==> src/rtl/uart_rx_ctrl_if.sv <==
// Receive controller bundle: receiver-side frame inputs, host read handshake and status outputs.
// master = the side that drives receiver frames and host pops (receiver/host or a bench).
// slave  = uart_rx_ctrl itself; it drives the read data and all status flags.
interface uart_rx_ctrl_if #(
  parameter int AW = 4
);
  // receiver side
  logic          tick;
  logic          rx_done;
  logic [7:0]    rx_data;
  logic          parity_error;
  // host side
  logic          rd_en;
  logic          clr_ovr;
  logic [7:0]    rd_data;
  logic          rd_perr;
  logic          rd_valid;
  // status
  logic [AW:0]   level;
  logic          empty;
  logic          full;
  logic          overrun;
  logic          rts_n;
  logic          irq;

  modport master (
    output tick, rx_done, rx_data, parity_error, rd_en, clr_ovr,
    input  rd_data, rd_perr, rd_valid, level, empty, full, overrun, rts_n, irq
  );

  modport slave (
    input  tick, rx_done, rx_data, parity_error, rd_en, clr_ovr,
    output rd_data, rd_perr, rd_valid, level, empty, full, overrun, rts_n, irq
  );
endinterface

==> src/rtl/uart_rx_ctrl.sv <==
// UART receive controller: buffers {parity_error, rx_data} frames in a 2**AW FIFO and serves
// them to the host with a registered one-cycle read pulse (rd_valid one cycle after rd_en).
// Ports: clk, rst_n (async, active-low), bus (uart_rx_ctrl_if.slave: frames in, reads, status).
// Status: level/empty/full, sticky overrun (frame dropped when full), rts_n with RTS_HI/RTS_LO
// hysteresis, registered irq = level >= IRQ_LVL | overrun | idle timeout.
// Optional macro UART_RX_TIMEOUT_EN adds the idle-timeout counter (TO_TICKS tick pulses).
module uart_rx_ctrl #(
  parameter int AW       = 4,
  parameter int RTS_HI   = 12,
  parameter int RTS_LO   = 4,
  parameter int IRQ_LVL  = 8,
  parameter int TO_TICKS = 640
) (
  input  logic           clk,
  input  logic           rst_n,
  uart_rx_ctrl_if.slave  bus
);
  localparam int DEPTH = 2 ** AW;
  localparam logic [AW:0] DEPTH_L   = (AW+1)'(DEPTH);
  localparam logic [AW:0] RTS_HI_L  = (AW+1)'(RTS_HI);
  localparam logic [AW:0] RTS_LO_L  = (AW+1)'(RTS_LO);
  localparam logic [AW:0] IRQ_LVL_L = (AW+1)'(IRQ_LVL);

  logic [8:0]    mem [DEPTH];
  logic [AW-1:0] wptr, rptr;
  logic [AW:0]   level;
  logic [7:0]    rd_data;
  logic          rd_perr, rd_valid, overrun, rts_n, irq, to_flag;
  logic          empty, full, pop, push, drop;

  assign empty = (level == '0);
  assign full  = (level == DEPTH_L);
  assign pop   = bus.rd_en & ~empty;
  // A pop in the same cycle frees a slot, so a full FIFO still accepts the frame.
  assign push  = bus.rx_done & (~full | pop);
  assign drop  = bus.rx_done & ~push;

  // Storage carries no reset; its contents are meaningless until written.
  always_ff @(posedge clk) begin
    if (push) mem[wptr] <= {bus.parity_error, bus.rx_data};
  end

  always_ff @(posedge clk or negedge rst_n) begin
    if (!rst_n) begin
      wptr     <= '0;
      rptr     <= '0;
      level    <= '0;
      rd_data  <= '0;
      rd_perr  <= 1'b0;
      rd_valid <= 1'b0;
      overrun  <= 1'b0;
      rts_n    <= 1'b0;
      irq      <= 1'b0;
    end else begin
      if (push) wptr <= wptr + 1'b1;
      if (pop) begin
        rptr               <= rptr + 1'b1;
        {rd_perr, rd_data} <= mem[rptr];
      end
      rd_valid <= pop;

      if (push && !pop)      level <= level + 1'b1;
      else if (pop && !push) level <= level - 1'b1;

      // A new drop wins over a simultaneous clear.
      if (drop)             overrun <= 1'b1;
      else if (bus.clr_ovr) overrun <= 1'b0;

      // Hysteresis on the registered level; between the watermarks rts_n holds.
      if (level >= RTS_HI_L)      rts_n <= 1'b1;
      else if (level <= RTS_LO_L) rts_n <= 1'b0;

      irq <= (level >= IRQ_LVL_L) | overrun | to_flag;
    end
  end

`ifdef UART_RX_TIMEOUT_EN
  // Counts idle tick pulses while data sits unread; any activity or an empty FIFO restarts it.
  logic [9:0] to_cnt;

  always_ff @(posedge clk or negedge rst_n) begin
    if (!rst_n) begin
      to_cnt  <= '0;
      to_flag <= 1'b0;
    end else if (push || pop || empty) begin
      to_cnt  <= '0;
      to_flag <= 1'b0;
    end else begin
      if (bus.tick && to_cnt != 10'h3FF) to_cnt <= to_cnt + 1'b1;
      if (to_cnt == 10'(TO_TICKS))       to_flag <= 1'b1;
    end
  end
`else
  logic unused_to;
  assign to_flag   = 1'b0;
  assign unused_to = ^{bus.tick, 10'(TO_TICKS)};
`endif

  assign bus.level    = level;
  assign bus.empty    = empty;
  assign bus.full     = full;
  assign bus.rd_data  = rd_data;
  assign bus.rd_perr  = rd_perr;
  assign bus.rd_valid = rd_valid;
  assign bus.overrun  = overrun;
  assign bus.rts_n    = rts_n;
  assign bus.irq      = irq;
endmodule
==> src/flat_wrapper.sv <==
// flat-port wrapper written by rule: the top's interface ports become plain ports
module uart_rx_ctrl_flat 
#(
  parameter int AW       = 4,
  parameter int RTS_HI   = 12,
  parameter int RTS_LO   = 4,
  parameter int IRQ_LVL  = 8,
  parameter int TO_TICKS = 640
)
  (clk, rst_n, bus_tick, bus_rx_done, bus_rx_data, bus_parity_error, bus_rd_en, bus_clr_ovr, bus_rd_data, bus_rd_perr, bus_rd_valid, bus_level, bus_empty, bus_full, bus_overrun, bus_rts_n, bus_irq);
  uart_rx_ctrl_if #(.AW(AW)) bus_i ();
  input  logic clk;
  input  logic rst_n;
  input wire logic [$bits(bus_i.tick)-1:0] bus_tick;
  input wire logic [$bits(bus_i.rx_done)-1:0] bus_rx_done;
  input wire logic [$bits(bus_i.rx_data)-1:0] bus_rx_data;
  input wire logic [$bits(bus_i.parity_error)-1:0] bus_parity_error;
  input wire logic [$bits(bus_i.rd_en)-1:0] bus_rd_en;
  input wire logic [$bits(bus_i.clr_ovr)-1:0] bus_clr_ovr;
  output wire logic [$bits(bus_i.rd_data)-1:0] bus_rd_data;
  output wire logic [$bits(bus_i.rd_perr)-1:0] bus_rd_perr;
  output wire logic [$bits(bus_i.rd_valid)-1:0] bus_rd_valid;
  output wire logic [$bits(bus_i.level)-1:0] bus_level;
  output wire logic [$bits(bus_i.empty)-1:0] bus_empty;
  output wire logic [$bits(bus_i.full)-1:0] bus_full;
  output wire logic [$bits(bus_i.overrun)-1:0] bus_overrun;
  output wire logic [$bits(bus_i.rts_n)-1:0] bus_rts_n;
  output wire logic [$bits(bus_i.irq)-1:0] bus_irq;
  assign bus_i.tick = bus_tick;
  assign bus_i.rx_done = bus_rx_done;
  assign bus_i.rx_data = bus_rx_data;
  assign bus_i.parity_error = bus_parity_error;
  assign bus_i.rd_en = bus_rd_en;
  assign bus_i.clr_ovr = bus_clr_ovr;
  assign bus_rd_data = bus_i.rd_data;
  assign bus_rd_perr = bus_i.rd_perr;
  assign bus_rd_valid = bus_i.rd_valid;
  assign bus_level = bus_i.level;
  assign bus_empty = bus_i.empty;
  assign bus_full = bus_i.full;
  assign bus_overrun = bus_i.overrun;
  assign bus_rts_n = bus_i.rts_n;
  assign bus_irq = bus_i.irq;
  uart_rx_ctrl #(.AW(AW), .RTS_HI(RTS_HI), .RTS_LO(RTS_LO), .IRQ_LVL(IRQ_LVL), .TO_TICKS(TO_TICKS)) u_core (.clk(clk), .rst_n(rst_n), .bus(bus_i));
endmodule
==> config.mk <==
export PLATFORM = sky130hd
export DESIGN_NAME = uart_rx_ctrl_flat
export DESIGN_NICKNAME = d
export VERILOG_FILES = /design/src/rtl/uart_rx_ctrl_if.sv /design/src/rtl/uart_rx_ctrl.sv /design/src/flat_wrapper.sv
export SDC_FILE = /design/constraint.sdc
export NUM_CORES = 1
export LEC_CHECK = 0
export ABC_AREA = 1
export BUFFER_PORTS_ARGS = -buffer_cell sky130_fd_sc_hd__buf_4
export CAP_MARGIN = 0
export CORE_MARGIN = 8
export CORE_UTILIZATION = 30
export DETAILED_ROUTE_END_ITERATION = 7
export PLACE_DENSITY_LB_ADDON = 0.2
export SYNTH_ARGS = -nofsm -noshare
export SYNTH_HDL_FRONTEND = slang
export SYNTH_SLANG_ARGS = --single-unit
==> constraint.sdc <==
create_clock -name clk -period 3.2 [get_ports clk]
set_input_delay 0.48 -clock clk [delete_from_list [all_inputs] [get_ports clk]]
set_output_delay 0.48 -clock clk [all_outputs]
set_load 0.005 [all_outputs]
==> run summary, run 1 <==
The flow ran to the end, and the final reports show no timing, DRC or antenna violations. The cell count after synthesis is 732. The aggregate global-route resource usage came out at 0.119. In this run the static leakage power is 3.82 nW. The area added between synthesis and finish came out at 16.1%. The mean number of vias per cell came out at 4.32. The startpoint identified for the worst register-to-register timing path is u_core.bus.level[0]$_DFFE_PN0P_. The cell row count came out at 58. The setup skew after layout is 15.4 ps. The adder and majority cell fraction of the synthesized area came out at 0.0176.

Setup repair after global routing left no endpoint under its margin. The end point of the most critical hold path is u_core.bus.overrun$_DFFE_PN0P_. The count of pins on the block boundary is 35. The sequential cell area fraction in the yosys report came out at 0.660. For the worst-skew pair, the clock arrives at the later sink with an insertion delay of 430 ps. The total cell area at the placement stage is 8150 sq um.

The type of the most critical hold path is primary input to flip-flop. The startpoint identified for the worst hold timing path is bus_clr_ovr. The wire-length estimate of the detail-placed layout is 10500 microns. By startpoint and endpoint, the worst setup path is classified as flip-flop to flip-flop. For this block, the via count after detailed routing is 4836. The worst register-to-register path ends at u_core.bus.level[4]$_DFFE_PN0P_. At the pin with the least slew margin, the transition time is 917 ps. The upper clock frequency limit came out at 405 MHz. The clock root buffer is sky130_fd_sc_hd__clkbuf_16. The headroom to the max-slew limit came out at 0.389. Clock-pin slew was measured on the worst setup and hold paths at 70 ps.

On the worst path, the slowest cell contributes a delay of 460 ps. After global routing the overflow that remains totals 0. The compound-cell area share of the yosys netlist is 0.0128. The area of all placed cells without fillers is 8740 sq um. The worst ir drop on vdd came out at 330 uV. The total power density per cell area came out at 864 nW/um^2.

The setup TNS after final layout came out at 0 ps. The number of max-capacitance violations reported is 0. The maximum fanout count along the critical path came out at 9. The global-route wire length before repair came out at 27300 microns. The first-pass iteration count of the detailed router came out at 6. The maximum buffer depth of the clock tree is 2.

The XOR/XNOR share of the synthesized area is 0.0103. The overall die height came out at 174 microns. For this design, the slowest cell found on the critical path is sky130_fd_sc_hd__dfrtp_1. The required time at the worst-slack endpoint is 3510 ps. The count of nets left with antenna violations after detail routing came out at 0. The Yosys warning count came out at 0. The non-filler instance count after layout is 1120. Counting instances, the worst hold path has a depth of 2. During placement, the flow inserted port buffers numbering 33. The setup slack on the worst flop-to-flop path came out at 730 ps.

The worst setup path is captured at a flip-flop. For the worst flop-to-flop path, the logic depth is 13. The H-tree generated during clock tree synthesis spans 4 levels. After synthesis, the largest family of logic cells by area is simple AND/OR/NAND/NOR gates. The post-cts repair resize count is 0. For the worst setup path, the data arrival time is 2780 ps. The synthesized netlist net count came out at 757. The violation count after the first detailed-route iteration is 323. The pin count of the biggest net entering global routing came out at 75.

The number of setup violations in the final report is 0. Synthesis inferred 170 register bits. The synthesized area is 7530 sq um.

The CTS buffer count is 17. The count of antenna diodes in the layout is 0. The TritonCTS clock tree is yes.

Once placement completed, the tool counted placed cells totaling 1087. In the final layout, the share of cells above drive strength 1 is 0.122. After the last flow step, the layout net total stands at 802. The final critical path time including I/O delays and setup is 2470 ps.

The routability congestion estimate came out at 0.723. The post-route clock period utilization is 0.771. The worst setup path is launched from a flip-flop. For this block, the routed nets add up to 17600 microns of wire. The number of global-route vias before repair is 4554.

The starting density of the core is 0.303. In this run the standard cell core region covers 24900 sq um. The total number of clock tree sinks came out at 170. The number of max-slew violations in the final report was 0. Among the stages of the critical path, the cell type that occurs most often is sky130_fd_sc_hd__nand2_1. The count of final hold-check violations is 0. The floorplan step set the die width to 174 microns. The distinct cell type count of the synthesized netlist is 28.

In the final routed layout, each cell accounts on average for 15.7 microns. The signal on the critical path passes through nor2_2 > nand3_2 > o21ai_4 > inv_4 > ha_1 > inv_1 > ha_1 > a21oi_1 > nand2_1 > a21oi_1 > o21ai_0 > nand2_1 > nand2_1. Of the post-synthesis cell area, the part taken by muxes is 0.

The mean area per synthesized cell came out at 10.3 sq um. Of the total synthesized cell area, the portion taken by AND, OR, NAND and NOR gates is 0.207. The number of antenna violations at the first check in global routing is 0. For this run, design rule violations remaining after detail routing come to 0. The die covers 30400 sq um.
per-layer routing:
layer	part of all wire	vias to the layer above	track usage
li1	-	2433	-
met5	0	-	0
met3	0.033	6	0.0258
met1	0.47	2329	0.157
met4	0.0076	0	0.0353
met2	0.49	68	0.191
flip-flops by register name, summed over array words and instances (netlist names):
register / cells
u_core.rptr: 4
u_core.bus.overrun: 1
u_core.bus.rd_data: 8
u_core.mem: 144
u_core.wptr: 4
u_core.bus.rd_perr: 1
u_core.bus.rts_n: 1
u_core.bus.level: 5
u_core.bus.rd_valid: 1
u_core.bus.irq: 1
area by class of cell:
cell class,instances,area [sq um]
clock inverters,14,155
clock buffers,18,429
well taps,330,413
repair buffers,55,428
fillers,2499,16100
inverters,126,475
flip-flops and latches,170,4980
multi-input cells,407,1870
cells by family (layout without fill, tap and decap cells):
group / after synthesis / after routing
simple gates: 373 / 373
flops: 170 / 170
buf+inv: 155 / 213
compound gates: 16 / 16
fa+ha+maj: 10 / 10
xor+xnor: 8 / 8
cell usage after synthesis:
| library cell | number | area (sq um) |
|---|---|---|
| sky130_fd_sc_hd__nand2_2 | 1 | 6.26 |
| sky130_fd_sc_hd__clkinv_1 | 2 | 7.51 |
| sky130_fd_sc_hd__nor2_2 | 1 | 6.26 |
| sky130_fd_sc_hd__clkbuf_4 | 1 | 7.51 |
| sky130_fd_sc_hd__nor2_1 | 18 | 67.6 |
| sky130_fd_sc_hd__xor2_2 | 1 | 16.3 |
| sky130_fd_sc_hd__nand3_1 | 112 | 561 |
| sky130_fd_sc_hd__buf_4 | 3 | 22.5 |
| sky130_fd_sc_hd__inv_4 | 1 | 6.26 |
| sky130_fd_sc_hd__inv_1 | 120 | 450 |
| sky130_fd_sc_hd__buf_6 | 10 | 113 |
| sky130_fd_sc_hd__a21oi_1 | 4 | 20.0 |
| sky130_fd_sc_hd__xor2_1 | 6 | 52.6 |
| sky130_fd_sc_hd__nand2_1 | 238 | 893 |
| sky130_fd_sc_hd__buf_2 | 14 | 70.1 |
| sky130_fd_sc_hd__o21ai_0 | 9 | 45.0 |
| sky130_fd_sc_hd__o21ai_4 | 1 | 16.3 |
| sky130_fd_sc_hd__o211ai_1 | 2 | 15.0 |
| sky130_fd_sc_hd__edfxtp_1 | 144 | 4320 |
| sky130_fd_sc_hd__ha_1 | 9 | 113 |
| sky130_fd_sc_hd__dfrtp_1 | 26 | 651 |
| sky130_fd_sc_hd__xnor2_1 | 1 | 8.76 |
| sky130_fd_sc_hd__fa_1 | 1 | 20.0 |
| sky130_fd_sc_hd__clkbuf_1 | 1 | 3.75 |
| sky130_fd_sc_hd__nand3_2 | 1 | 10.0 |
| sky130_fd_sc_hd__nand2_4 | 1 | 11.3 |
| sky130_fd_sc_hd__nand4_1 | 1 | 6.26 |
| sky130_fd_sc_hd__inv_2 | 3 | 11.3 |
layout by cell type, fill, tap and decap left out, types with 2 or more instances in the layout:
cell type                    instances
sky130_fd_sc_hd__nand2_1           238
sky130_fd_sc_hd__edfxtp_1          144
sky130_fd_sc_hd__inv_1             120
sky130_fd_sc_hd__nand3_1           112
sky130_fd_sc_hd__buf_4              53
sky130_fd_sc_hd__dfrtp_1            25
sky130_fd_sc_hd__nor2_1             18
sky130_fd_sc_hd__clkbuf_16          17
sky130_fd_sc_hd__o21ai_0             9
sky130_fd_sc_hd__ha_1                9
sky130_fd_sc_hd__xor2_1              6
sky130_fd_sc_hd__inv_6               5
sky130_fd_sc_hd__a21oi_1             4
sky130_fd_sc_hd__inv_2               3
sky130_fd_sc_hd__inv_8               3
sky130_fd_sc_hd__clkinvlp_4          3
sky130_fd_sc_hd__clkinv_1            2
sky130_fd_sc_hd__o211ai_1            2
how the worst max path moves through the flow:
| stage | startpoint | endpoint | cells after the start | slack (ps) |
|---|---|---|---|---|
| floorplan | u_core.bus.level[0]$_DFFE_PN0P_ | u_core.bus.level[4]$_DFFE_PN0P_ | 13 | 940 |
| global placement | u_core.bus.level[0]$_DFFE_PN0P_ | u_core.bus.level[4]$_DFFE_PN0P_ | 13 | 720 |
| detailed placement | u_core.bus.level[0]$_DFFE_PN0P_ | u_core.bus.level[4]$_DFFE_PN0P_ | 13 | 730 |
| CTS | u_core.bus.level[0]$_DFFE_PN0P_ | u_core.bus.level[4]$_DFFE_PN0P_ | 13 | 700 |
| global route | u_core.bus.level[0]$_DFFE_PN0P_ | u_core.bus.level[4]$_DFFE_PN0P_ | 13 | 410 |
| finish | u_core.bus.level[0]$_DFFE_PN0P_ | u_core.bus.level[4]$_DFFE_PN0P_ | 13 | 730 |
where the power goes:
part           internal [mW]  switching [mW]  leakage [nW]
clock                   1.11           0.928         0.277
combinational          0.852            1.73          1.93
sequential              2.74           0.194          1.61
total                   4.70            2.85          3.82
critical path: cells and delay by family, from the launching register on:
| kind | cells | cell delay [ps] |
|---|---|---|
| flops | 1 | 460 |
| simple gates | 5 | 520 |
| buf+inv | 2 | 250 |
| compound gates | 4 | 630 |
| fa+ha+maj | 2 | 500 |
repair_timing:
action	in CTS	in global routing
setup buffers	0	0
hold endpoints to repair	26	0
hold buffers	1	0
metrics by stage:
step           worst slack, ps  utilization  power [mW]  hold slack (ps)
3_3_place_gp               725        0.327        5.63              428
5_1_grt                    412        0.351        8.11              248
3_5_place_dp               725        0.327        5.64              427
6_report                   732        0.351        7.55              249
2_1_floorplan              939            -        4.75              184
4_1_cts                    698        0.351        7.69              235
Note: power is estimated with default switching activity, not from simulation.
==> inputs of run 2 (changes only) <==
clock period = 2.18 ns   (was 3.2 ns; I/O delays follow)
==> run summary, run 2 (same netlist as run 1, synthesis figures left out) <==
Run status: completed (unchanged). The setup skew after layout is 7.70 ps (was 15.4 ps). The slew at the pin with the worst max-slew slack was 1020 ps (was 917 ps). The total number of clock tree sinks was 170 (unchanged). The switching share of total power came out at 0.364 (was 0.378).

The worst ir drop on vdd is 535 uV (was 330 uV). The placeable core area is 24900 sq um (unchanged). The horizontal die dimension is 174 microns (unchanged).

The type of element capturing the critical path was a flip-flop (unchanged). Top flop regs: u_core.mem x144, u_core.bus.rd_data x8, u_core.bus.level x5 (unchanged). The first-pass iteration count of the detailed router is 4 (was 6). The number of max-capacitance violations reported came out at 0 (unchanged). The layout cell share with drive strength beyond 1 is 0.141 (was 0.122). The mean number of vias per cell was 4.25 (was 4.32). The register bank with the most flops was u_core.mem (unchanged). The worst hold slack across all endpoints came out at 79.1 ps (was 249 ps). The number of antenna violations at the first check in global routing came out at 0 (unchanged). The CTS buffer count came out at 17 (unchanged). The final critical path time including I/O delays and setup is 2120 ps (was 2470 ps). The number of setup violations in the final report came out at 0 (unchanged). The share of power burned in the clock network was 0.266 (was 0.269). The count of pins on the block boundary is 35 (unchanged). The clock root buffer is sky130_fd_sc_hd__clkbuf_16 (unchanged). The post-layout total power came to 11.4 mW (was 7.55 mW). The standby leakage power is 3.83 nW (was 3.82 nW). The combinational share of power came out at 0.361 (was 0.342).

The aggregate global-route resource usage is 0.124 (was 0.119). The maximum fanout count along the critical path is 9 (unchanged). The worst slack after detailed placement came out at -1.48 ps (was 725 ps). The violation count after the first detailed-route iteration came to 333 (was 323). The overall overflow remaining after global route came to 0 (unchanged).

The pin count of the biggest net entering global routing is 75 (unchanged). The power dissipated by switching net loads is 4.16 mW (was 2.85 mW). The internal power is 7.27 mW (was 4.70 mW). The number of input and output port buffers inserted came out at 33 (unchanged).

The remaining routing DRC violations is 0 (unchanged). The average wire per cell in the routed design is 16.0 microns (was 15.7 microns). The starting density of the core came to 0.303 (unchanged).

The die outline area is 30400 sq um (unchanged). The CTS H-tree depth is 4 (unchanged). The cell row count is 58 (unchanged). The via count came to 4767 (was 4836). The non-filler instance count after layout is 1122 (was 1120).

The count of antenna diodes in the layout is 0 (unchanged). The data arrival time at the worst-slack endpoint was 2170 ps (was 2780 ps). The total power density per cell area came to 1290 nW/um^2 (was 864 nW/um^2). The count of final hold-check violations came out at 0 (unchanged). The post-route worst setup slack is 56.7 ps (was 732 ps).

The clock slew seen by the registers of the worst setup and hold paths came out at 70 ps (about the same). The routability congestion estimate is 0.766 (was 0.723). The count of nets left with antenna violations after detail routing came to 0 (unchanged).

The flip-flop count of the largest register, all copies and words added is 144 (unchanged). The estimated wirelength of the detail-placed design was 11100 microns (was 10500 microns). The kind of launch point of the worst setup path is a flip-flop (unchanged). The post-route clock period utilization came out at 0.974 (was 0.771).

Unrepaired setup endpoints after global routing: true (was false). The setup TNS after final layout came out at 0 ps (unchanged). The area added between synthesis and finish came out at 17.4% (was 16.1%). The number of global-route vias before repair came out at 4739 (was 4554). The total detailed-routing wirelength is 17900 microns (was 17600 microns). The required time at the worst-slack endpoint came out at 2230 ps (was 3510 ps). Top library cells by usage in the layout, fill and taps aside: sky130_fd_sc_hd__nand2_1, sky130_fd_sc_hd__edfxtp_1, sky130_fd_sc_hd__inv_1 (unchanged). The TritonCTS clock tree is yes (unchanged). The headroom to the max-slew limit was 0.317 (was 0.389). The overall die height came out at 174 microns (unchanged). The insertion delay of the later-clocked pin in the worst-skew pair came out at 430 ps (about the same). The maximum buffer depth of the clock tree is 2 (unchanged). The global-route wire length before repair is 28100 microns (was 27300 microns). The upper clock frequency limit is 471 MHz (was 405 MHz). The portion of total power attributed to sequential cells is 0.374 (was 0.388).

The most common cell after layout, fill and taps aside is sky130_fd_sc_hd__nand2_1 (unchanged). The type of the setup path with the least slack was flip-flop to flip-flop (unchanged). The total number of nets in the final design is 804 (was 802). The total placed cells including tap cells came out at 1088 (was 1087). The number of max-slew violations in the final report came to 0 (unchanged). The type of the most critical hold path is primary input to flip-flop (unchanged).
[run 2: worst max-delay path: stages (launching register included)]
cell and delay (ps):
sky130_fd_sc_hd__dfrtp_1 400, sky130_fd_sc_hd__nor2_1 70, sky130_fd_sc_hd__nand3_2 100, sky130_fd_sc_hd__o21ai_4 80, sky130_fd_sc_hd__inv_4 50, sky130_fd_sc_hd__buf_4 150, sky130_fd_sc_hd__nand2_1 160, sky130_fd_sc_hd__nor2_1 730
[run 2: layer usage]
metal / wire (microns) / track usage / part of all wire
met1: 8270 / 0.161 / 0.46
met2: 8760 / 0.200 / 0.49
met3: 622 / 0.0245 / 0.035
met4: 280 / 0.0442 / 0.016
met5: 0 / 0 / 0
[run 2: layout make-up]
| type | count | area, sq um |
|---|---|---|
| Clock buffer | 18 | 429 |
| Inverter | 126 | 478 |
| Clock inverter | 14 | 155 |
| Timing Repair Buffer | 57 | 472 |
| Sequential cell | 170 | 4980 |
| Multi-Input combinational cell | 407 | 1920 |
| Fill cell | 2537 | 16000 |
| Tap cell | 330 | 413 |
[run 2: per-stage QoR]
stage,util,cell area [sq um]
3_5_place_dp,0.329,8180
2_1_floorplan,-,7540
5_1_grt,0.355,8840
6_report,0.355,8840
3_3_place_gp,0.329,8180
4_1_cts,0.353,8780
[run 2: worst paths after layout]
check	start	to	slack, ps	cells after the start
setup / recovery	u_core.bus.level[3]$_DFFE_PN0P_	u_core.mem[2][8]$_DFFE_PP_	60	7
max in group asynchronous	rst_n	u_core.rptr[0]$_DFFE_PN0P_	1520	2
hold / removal	bus_clr_ovr	u_core.bus.overrun$_DFFE_PN0P_	80	2
hold reg to reg	u_core.bus.rd_data[3]$_DFFE_PN0P_	u_core.bus.rd_data[3]$_DFFE_PN0P_	480	2
setup reg to reg	u_core.bus.level[3]$_DFFE_PN0P_	u_core.mem[2][8]$_DFFE_PP_	60	7
min in group asynchronous	rst_n	u_core.bus.overrun$_DFFE_PN0P_	350	2
[run 2: power groups by stage]
stage / clock network, mW / logic [mW] / registers [mW]
2_1_floorplan: 0 / 2.67 / 4.31
5_1_grt: 3.21 / 4.71 / 4.33
3_3_place_gp: 0 / 4.12 / 4.32
4_1_cts: 3.11 / 4.15 / 4.27
3_5_place_dp: 0 / 4.13 / 4.33
6_report: 3.04 / 4.12 / 4.27
[run 2: what timing repair did]
item / in CTS / in global routing
resized for setup: 1 / 18
pin swaps: 0 / 7
hold endpoints to repair: 26 / 0
setup buffers: 0 / 1
hold buffers: 1 / 0
setup endpoints to repair: 1 / 83
==> inputs of run 3 (changes only) <==
CTS_BUF_LIST = sky130_fd_sc_hd__clkbuf_2   (was not set)
==> run summary, run 3 (same netlist as run 1, synthesis figures left out) <==
Run status: completed (unchanged). The number of cells on the worst reg-to-reg path came to 7 (unchanged). The violation count after the first detailed-route iteration is 334 (was 333). The register bank with the most flops is u_core.mem (unchanged). The total number of nets in the final design came out at 821 (was 804). The cell row count came out at 58 (unchanged). The via count was 4848 (was 4767). Top library cells by usage in the layout, fill and taps aside: sky130_fd_sc_hd__nand2_1, sky130_fd_sc_hd__edfxtp_1, sky130_fd_sc_hd__inv_1 (unchanged). Unrepaired setup endpoints after global routing: true (unchanged). The maximum buffer depth of the clock tree is 2 (unchanged).

The cell repeated most along the worst path is sky130_fd_sc_hd__nor2_1 (unchanged). The headroom to the max-slew limit is 0.376 (was 0.317). The number of global-route vias before repair came to 4726 (was 4739). The total detailed-routing wirelength is 18100 microns (was 17900 microns). The pin count of the biggest net entering global routing came out at 75 (unchanged). The worst hold slack across all endpoints came to 498 ps (was 79.1 ps). The CTS buffer count is 17 (unchanged). The global-route wire length before repair is 28400 microns (was 28100 microns). The maximum single-stage delay on the critical path is 730 ps (about the same). The upper clock frequency limit is 464 MHz (was 471 MHz).

The flip-flop count of the largest register, all copies and words added came out at 144 (unchanged). The layout filler cell count was 2550 (was 2537). The placeable core area came out at 24900 sq um (unchanged). The kind of launch point of the worst setup path is a flip-flop (unchanged).

The starting density of the core is 0.303 (unchanged). The die outline area is 30400 sq um (unchanged). The TritonCTS clock tree is yes (unchanged). The worst ir drop on vdd is 521 uV (was 535 uV). Cells traversed along the worst timing path: nor2_1 > nand3_2 > o21ai_4 > inv_4 > buf_4 > nand2_1 > nor2_1 (unchanged). The critical path startpoint is u_core.bus.level[3]$_DFFE_PN0P_ (unchanged). The total number of clock tree sinks is 170 (unchanged). The count of final hold-check violations came to 0 (unchanged). The post-route clock period utilization is 0.988 (was 0.974). The number of max-capacitance violations reported came to 0 (unchanged).

The worst slack after detailed placement was -1.48 ps (unchanged). The routability congestion estimate is 0.766 (unchanged). The remaining routing DRC violations is 0 (unchanged). The cell with the biggest individual delay on the critical path is sky130_fd_sc_hd__nor2_1 (unchanged). The horizontal die dimension came to 174 microns (unchanged). The combined area of the multi-input logic cells is 1950 sq um (was 1920 sq um). The clock root buffer is sky130_fd_sc_hd__clkbuf_2 (was sky130_fd_sc_hd__clkbuf_16). The estimated wirelength of the detail-placed design was 11100 microns (unchanged). The critical path endpoint is u_core.mem[2][8]$_DFFE_PP_ (unchanged). The overall die height is 174 microns (unchanged). The final critical path time including I/O delays and setup came to 2150 ps (was 2120 ps).

Top flop regs: u_core.mem x144, u_core.bus.rd_data x8, u_core.bus.level x5 (unchanged). The maximum fanout count along the critical path came to 9 (unchanged). The setup skew after layout came out at 31.2 ps (was 7.70 ps). The number of max-slew violations in the final report is 0 (unchanged). The area of all placed cells without fillers is 8710 sq um (was 8840 sq um). The post-route worst setup slack came to 26.6 ps (was 56.7 ps).

The CTS H-tree depth came out at 4 (unchanged). The first-pass iteration count of the detailed router was 4 (unchanged). The total cell area at the placement stage is 8180 sq um (unchanged). The data arrival time at the worst-slack endpoint is 2510 ps (was 2170 ps). The aggregate global-route resource usage is 0.123 (was 0.124). The number of setup violations in the final report is 0 (unchanged).

The clock slew seen by the registers of the worst setup and hold paths came out at 240 ps (was 70 ps). The required time at the worst-slack endpoint came to 2540 ps (was 2230 ps). The number of input and output port buffers inserted came out at 33 (unchanged). The type of the most critical hold path is primary input to flip-flop (unchanged). The standby leakage power came to 3.77 nW (was 3.83 nW). The type of element capturing the critical path is a flip-flop (unchanged).

The non-filler instance count after layout came out at 1140 (was 1122). The type of the setup path with the least slack was flip-flop to flip-flop (unchanged). The layout cell share with drive strength beyond 1 came to 0.150 (was 0.141). The total power density per cell area is 1170 nW/um^2 (was 1290 nW/um^2). The most common cell after layout, fill and taps aside is sky130_fd_sc_hd__nand2_1 (unchanged). The average wire per cell in the routed design came out at 15.8 microns (was 16.0 microns). The critical register-to-register path startpoint is u_core.bus.level[3]$_DFFE_PN0P_ (unchanged). The number of antenna violations at the first check in global routing is 1 (was 0). The slew at the pin with the worst max-slew slack came out at 932 ps (was 1020 ps). The sequential cell area came to 4980 sq um (unchanged). The setup slack on the worst flop-to-flop path is 30 ps (was 60 ps). The count of nets left with antenna violations after detail routing came to 0 (unchanged). The insertion delay of the later-clocked pin in the worst-skew pair was 710 ps (was 430 ps). The overall overflow remaining after global route is 0 (unchanged). The total placed cells including tap cells is 1088 (unchanged). The area added between synthesis and finish is 15.5% (was 17.4%). The count of pins on the block boundary came out at 35 (unchanged). The worst flop-to-flop path endpoint is u_core.mem[2][8]$_DFFE_PP_ (unchanged). The mean number of vias per cell came out at 4.25 (about the same).
[run 3: worst min-delay path by stage]
| stage | start | endpoint | slack, ps | cells after the start |
|---|---|---|---|---|
| 2_1_floorplan | rst_n | u_core.bus.irq$_DFF_PN0_ | 30 | 0 |
| 6_report | bus_rx_data[6] | u_core.mem[6][6]$_DFFE_PP_ | 500 | 2 |
| 3_3_place_gp | rst_n | u_core.bus.overrun$_DFFE_PN0P_ | 280 | 1 |
| 4_1_cts | bus_rd_en | u_core.bus.rd_data[6]$_DFFE_PN0P_ | 10 | 5 |
| 5_1_grt | bus_rx_data[6] | u_core.mem[7][6]$_DFFE_PP_ | 390 | 2 |
| 3_5_place_dp | rst_n | u_core.bus.overrun$_DFFE_PN0P_ | 280 | 1 |
[run 3: metal layers]
| metal | vias to the layer above | wire length (microns) | share of wire | global-route usage |
|---|---|---|---|---|
| met2 | 48 | 8740 | 0.48 | 0.201 |
| li1 | 2477 | - | - | - |
| met1 | 2312 | 8660 | 0.48 | 0.165 |
| met4 | 0 | 217 | 0.012 | 0.0303 |
| met3 | 11 | 442 | 0.024 | 0.0252 |
| met5 | - | 0 | 0 | 0 |
[run 3: layout make-up]
cell class | count | area share
diodes | 1 | 0.000287
inverters | 126 | 0.0549
clock inverters | 14 | 0.0178
multi-input cells | 407 | 0.224
well taps | 330 | 0.0474
clock buffers | 18 | 0.0103
flip-flops and latches | 170 | 0.572
repair buffers | 74 | 0.0734
[run 3: repair_timing]
action | in CTS | in global routing
hold endpoints to repair | 172 | 4
setup buffers | 0 | 2
pin swaps | 0 | 8
gates resized for setup | 2 | 25
endpoints found under the setup margin | 20 | 107
hold buffers | 16 | 1
[run 3: stage by stage]
stage	total power, mW	TNS [ps]	utilization
2_1_floorplan	6.98	0	-
3_3_place_gp	8.45	0	0.329
3_5_place_dp	8.46	-1.48	0.329
4_1_cts	10.2	-338	0.345
5_1_grt	11.0	-3300	0.350
6_report	10.2	0	0.350
[run 3: power breakdown]
group | internal (mW) | total [mW] | leakage, nW | switching [mW]
Combinational | 1.51 | 4.21 | 2.01 | 2.71
Sequential | 4.02 | 4.26 | 1.61 | 0.239
Clock | 0.628 | 1.73 | 0.148 | 1.11
[run 3: critical path, delay by kind of cell, from the launching register on]
family,cells,cell delay [ps]
DFF,1,460
buffers and inverters,2,200
AOI/OAI and AO/OA,1,80
and+or+nand+nor,4,1060
